$ cat src/rtl/sprite_write_scheduler_pkg.sv
// sprite_write_scheduler_pkg: shared widths, command record and FSM encoding
package sprite_write_scheduler_pkg;
  localparam int X_W = 10;
  localparam int Y_W = 9;
  localparam int ID_W = 8;
  localparam int CMD_W = X_W + Y_W + ID_W;
  typedef struct packed {
    logic [X_W-1:0] x;
    logic [Y_W-1:0] y;
    logic [ID_W-1:0] id;
  } sprite_cmd_t;
  typedef enum logic [1:0] {IDLE, SETUP, STROBE, HOLD} state_t;
endpackage

$ cat src/rtl/sprite_cmd_fifo.sv
// sprite_cmd_fifo: first-word fall-through command queue with flush that can retain the head
module sprite_cmd_fifo #(
  parameter int DEPTH = 4,
  parameter int W = 27
) (
  input  logic                     clk,
  input  logic                     rst,
  input  logic                     push,
  input  logic                     pop,
  input  logic                     flush,
  input  logic                     keep_head,
  input  logic [W-1:0]             push_data,
  output logic [W-1:0]             head,
  output logic [$clog2(DEPTH):0]   count
);
  localparam int AW = $clog2(DEPTH);
  localparam int CW = AW + 1;
  logic [W-1:0] mem [DEPTH];
  logic [AW-1:0] rd_ptr, wr_ptr;
  assign head = mem[rd_ptr];
  always_ff @(posedge clk)
    if (push) mem[wr_ptr] <= push_data;
  // a flush keeps only the head that the writer is still using
  always_ff @(posedge clk or posedge rst)
    if (rst) begin
      rd_ptr <= '0;
      wr_ptr <= '0;
      count <= '0;
    end else if (flush) begin
      rd_ptr <= rd_ptr + AW'(pop);
      wr_ptr <= rd_ptr + AW'(keep_head);
      count <= CW'(keep_head && !pop);
    end else begin
      rd_ptr <= rd_ptr + AW'(pop);
      wr_ptr <= wr_ptr + AW'(push);
      count <= count + CW'(push) - CW'(pop);
    end
endmodule

$ cat src/rtl/sprite_write_scheduler.sv
// sprite_write_scheduler: queues sprite updates and writes them to graphics RAM during vblank
module sprite_write_scheduler
  import sprite_write_scheduler_pkg::*;
#(
  parameter int FIFO_DEPTH = 4,
  parameter int SETUP_CYC = 1
) (
  input  logic                         ppu_fclk,
  input  logic                         ppu_rst,
  input  logic                         cmd_valid,
  output logic                         cmd_ready,
  input  logic [X_W-1:0]               cmd_x,
  input  logic [Y_W-1:0]               cmd_y,
  input  logic [ID_W-1:0]              cmd_id,
  input  logic                         vblank,
  input  logic                         flush,
  output logic                         ppu_wrn,
  output logic [X_W-1:0]               ppu_sprite_x,
  output logic [Y_W-1:0]               ppu_sprite_y,
  output logic [ID_W-1:0]              ppu_sprite_id,
  output logic [$clog2(FIFO_DEPTH):0]  pending,
  output logic                         busy
);
  localparam int CW = $clog2(FIFO_DEPTH) + 1;
  state_t state, state_n;
  sprite_cmd_t bus;
  logic [CMD_W-1:0] head;
  logic [1:0] setup_cnt;
  logic live, start, enter;
  sprite_cmd_fifo #(.DEPTH(FIFO_DEPTH), .W(CMD_W)) u_fifo (
    .clk(ppu_fclk),
    .rst(ppu_rst),
    .push(cmd_valid && cmd_ready),
    .pop(state == STROBE),
    .flush(flush),
    .keep_head(state == SETUP || state == STROBE),
    .push_data({cmd_x, cmd_y, cmd_id}),
    .head(head),
    .count(pending)
  );
  assign cmd_ready = live && (pending < CW'(FIFO_DEPTH)) && !flush;
  assign start = (pending != '0) && vblank && !flush;
  assign enter = start && (state == IDLE || state == HOLD);
  assign ppu_wrn = state != STROBE;
  assign busy = state != IDLE;
  assign ppu_sprite_x = bus.x;
  assign ppu_sprite_y = bus.y;
  assign ppu_sprite_id = bus.id;
  always_comb begin
    state_n = state;
    state_n = state == SETUP  ? (setup_cnt == 2'(SETUP_CYC - 1) ? STROBE : SETUP) :
              state == STROBE ? HOLD :
              enter           ? SETUP : IDLE;
  end
  // live gates cmd_ready until the first edge after reset release
  always_ff @(posedge ppu_fclk or posedge ppu_rst)
    if (ppu_rst) begin
      state <= IDLE;
      setup_cnt <= '0;
      live <= 1'b0;
      bus <= '0;
    end else begin
      state <= state_n;
      live <= 1'b1;
      setup_cnt <= state == SETUP ? setup_cnt + 2'd1 : 2'd0;
      if (enter) bus <= sprite_cmd_t'(head);
    end
endmodule

$ cat config.mk
export PLATFORM = sky130hd
export DESIGN_NAME = sprite_write_scheduler
export DESIGN_NICKNAME = d
export VERILOG_FILES = /design/src/rtl/sprite_write_scheduler_pkg.sv /design/src/rtl/sprite_cmd_fifo.sv /design/src/rtl/sprite_write_scheduler.sv
export SDC_FILE = /design/constraint.sdc
export NUM_CORES = 1
export LEC_CHECK = 0
export ABC_AREA = 1
export ABC_CLOCK_PERIOD_IN_PS = 3000
export CORE_UTILIZATION = 53
export CTS_BUF_LIST = sky130_fd_sc_hd__clkbuf_8
export CTS_CLUSTER_DIAMETER = 50
export DETAILED_ROUTE_END_ITERATION = 6
export GPL_ROUTABILITY_DRIVEN = 0
export HOLD_SLACK_MARGIN = 0.1
export PLACE_DENSITY = 0.79
export SLEW_MARGIN = 10
export SYNTH_ARGS = -nofsm -noshare
export SYNTH_HDL_FRONTEND = slang
export SYNTH_SLANG_ARGS = --single-unit
$ cat constraint.sdc
create_clock -name ppu_fclk -period 3 [get_ports ppu_fclk]
set_clock_uncertainty 0.15 [all_clocks]
set_input_delay 0.75 -clock ppu_fclk [delete_from_list [all_inputs] [get_ports ppu_fclk]]
set_output_delay 0.75 -clock ppu_fclk [all_outputs]
set_load 0.01 [all_outputs]
==> results of run 1 <==
layout make-up:
type	count	area (um2)	area share [%]
Sequential cell	147	4220	56.1
Clock inverter	15	191	2.55
Clock buffer	17	234	3.11
Multi-Input combinational cell	317	1470	19.6
Inverter	129	484	6.44
Timing Repair Buffer	77	738	9.82
Tap cell	143	179	2.38
sequential cells by signal, indices dropped and copies added (netlist names):
register and count:
u_fifo.mem 108, ppu_sprite_x 10, ppu_sprite_y 9, ppu_sprite_id 8, u_fifo.count 3, setup_cnt 2
state 2, u_fifo.rd_ptr 2, u_fifo.wr_ptr 2, live 1
cells in the mapped netlist (all sizes together):
cell / number
nor3: 4
o21ai: 3
inv: 129
xor2: 2
xnor2: 1
clkbuf: 2
conb: 1
fa: 1
nor2: 8
edfxtp: 108
ha: 9
a21oi: 2
nand2: 230
buf: 18
nand3: 56
dfrtp: 39
layer usage:
metal,share of wire (%),track usage (%),vias up
met2,54,37.8,134
met4,1.6,10.1,0
met5,0,0,-
li1,-,-,2043
met3,6.0,5.08,15
met1,39,24.5,1982
worst max-delay path by stage:
stage,depth (start not counted),end
after floorplan,3,u_fifo.mem[0][0]$_DFFE_PP_
after global placement,3,cmd_ready
after detailed placement,10,u_fifo.count[2]$_DFF_PP0_
after CTS,3,cmd_ready
after global routing,3,cmd_ready
final,3,cmd_ready
per-stage QoR:
stage	worst slack [ns]	TNS, ns	cells	total power [mW]	cell area, um2
detailed placement	0.185	0	813	4.90	7090
global placement	0.242	0	813	4.80	7090
floorplan	-0.620	-66.92	613	4.10	6270
CTS	0.235	0	845	6.52	7520
finish	0.238	0	845	6.46	7520
global route	0.181	0	845	6.87	7520
power by group:
part | switching, mW | internal [mW]
Combinational | 1.28 | 0.881
Clock | 0.708 | 0.897
Sequential | 0.196 | 2.49
logic make-up after synthesis:
| logic type | after synthesis | share of synthesized area, % |
|---|---|---|
| AO/OA/AOI/OAI | 5 | 0.399 |
| XOR/XNOR | 3 | 0.419 |
| adder cells (fa/ha/maj) | 10 | 2.11 |
| buffers and inverters | 149 | 9.60 |
| flip-flops | 147 | 67.3 |
| other | 1 | 0.0598 |
| AND/OR/NAND/NOR | 298 | 20.1 |
==> flow_metrics.tcl, run 1 <==
set metrics [dict create \
    status "finished, final reports clean" \
    placementRows 39 \
    grt-ovfl-total 0 \
    vias_per_cell 4.94 \
    final_common_cell "nand2_1" \
    grt_max_degree 57 \
    postCtsResizedCells 0 \
    hold_violations 0 \
    ant_nets 0 \
    syn_area_um2 6270 \
    die_y_um 111 \
    p_leak_nw 3.52 \
    slowest_stage "clkdlybuf4s50_1" \
    yosysUniqueCellTypes 23 \
    ctsHoldBuffers 0 \
    diodes 0 \
    crit_chain "clkdlybuf4s50_1 > nor2_1 > clkdlybuf4s50_1" \
    wl_per_cell_um 14.2 \
    worstReg2RegEnd "u_fifo.count[2]$_DFF_PP0_" \
    drv_slew 0 \
    final_cell_mix "219 x nand2_1, 126 x inv_1, 108 x edfxtp_1" \
    finalSetupViolations 0 \
    coreArea_um2 11500 \
    root_buffer "clkbuf_8" \
    drt_pass1_iterations 5 \
    max_clock_freq_mhz 362 \
    cts.sinks 147 \
    critical-path-top-delay-family "buffers and inverters" \
    rsz0062_at_grt "false" \
    hold_class "register to register" \
    ys_warn_count 0 \
    synth-seq-area-share_pct 67.3 \
    synth_top_area_cell "edfxtp_1" \
    mappedNetlistNets 655 \
    synth.area.top_cells "edfxtp_1 52%, dfrtp_1 16%, nand2_1 13%" \
    numPortBuffers 64 \
    maxSlewHeadroom_pct 43.2 \
    cts_inserted_buffers 17 \
    drive_above_1_share_pct 9.40 \
    grt_antenna_before_repair 0 \
    fillCellCount 822 \
    r2r.worst_path.cells 11 \
    critPathKind "input port to primary output" \
    finalCritPeriodShare_pct 92.1 \
    whs_ns 0.289 \
    fin_util_pct 65.6 \
    avgSynthCellArea_um2 10.2 \
    synth_cells 613 \
    max-cap-violations 0 \
    cts_tree "done" \
    dieArea_um2 12300 \
    htreeDepth 4 \
    ys_ff_latch 147 \
    drc 0 \
    dp_hpwl_um 7650 \
    startpoint "flush" \
    power_density_nw_per_um2 859 \
    io_pins 65 \
    worst_pin_slew_ns 0.850 \
    grt_pass1_wl_um 20300 \
    area_growth_pct 19.9 \
    finalCriticalPeriod_ns 2.76 \
    post_cts_buffers 0 \
    ir_worst_vdd_uv 493 \
    cp.arrival_ns 1.86 \
    min_from "setup_cnt[0]$_DFF_PP0_" \
    clk_latency_ns 0.43 \
    clock_path_buffers 2 \
    rr_startpoint "u_fifo.count[2]$_DFF_PP0_" \
    critPathRequiredTime_ns 2.10 \
    reg2reg_slack_ns 0.85 \
    grt_usage_pct 21.4 \
    crit_top_cell "clkdlybuf4s50_1" \
    path_clk_slew_ns 0.08 \
    slowest_delay_ns 0.55 \
    vias 4174 \
    hold_depth 1 \
    grt_pass1_vias 4513 \
    worstHoldEndpoint "setup_cnt[0]$_DFF_PP0_" \
    yosys.area.top_type_share_pct 51.7 \
    num-nets-final 731 \
    cp-start-kind "input port" \
    endpoint_kind "primary output" \
    drtIter0Drc 277 \
    die_x_um 111 \
    critPathBufInv 2 \
    start_util_pct 54.7 \
    finalWirelength_um 12000 \
    crit_path_max_fanout 2 \
]
No activity file was read; power rests on OpenSTA's default activity.
==> run 2: changes to the inputs <==
- SLEW_MARGIN: 10 -> 20
==> results of run 2 <==
Final layout, timing and power as in run 1 (identical DEF).
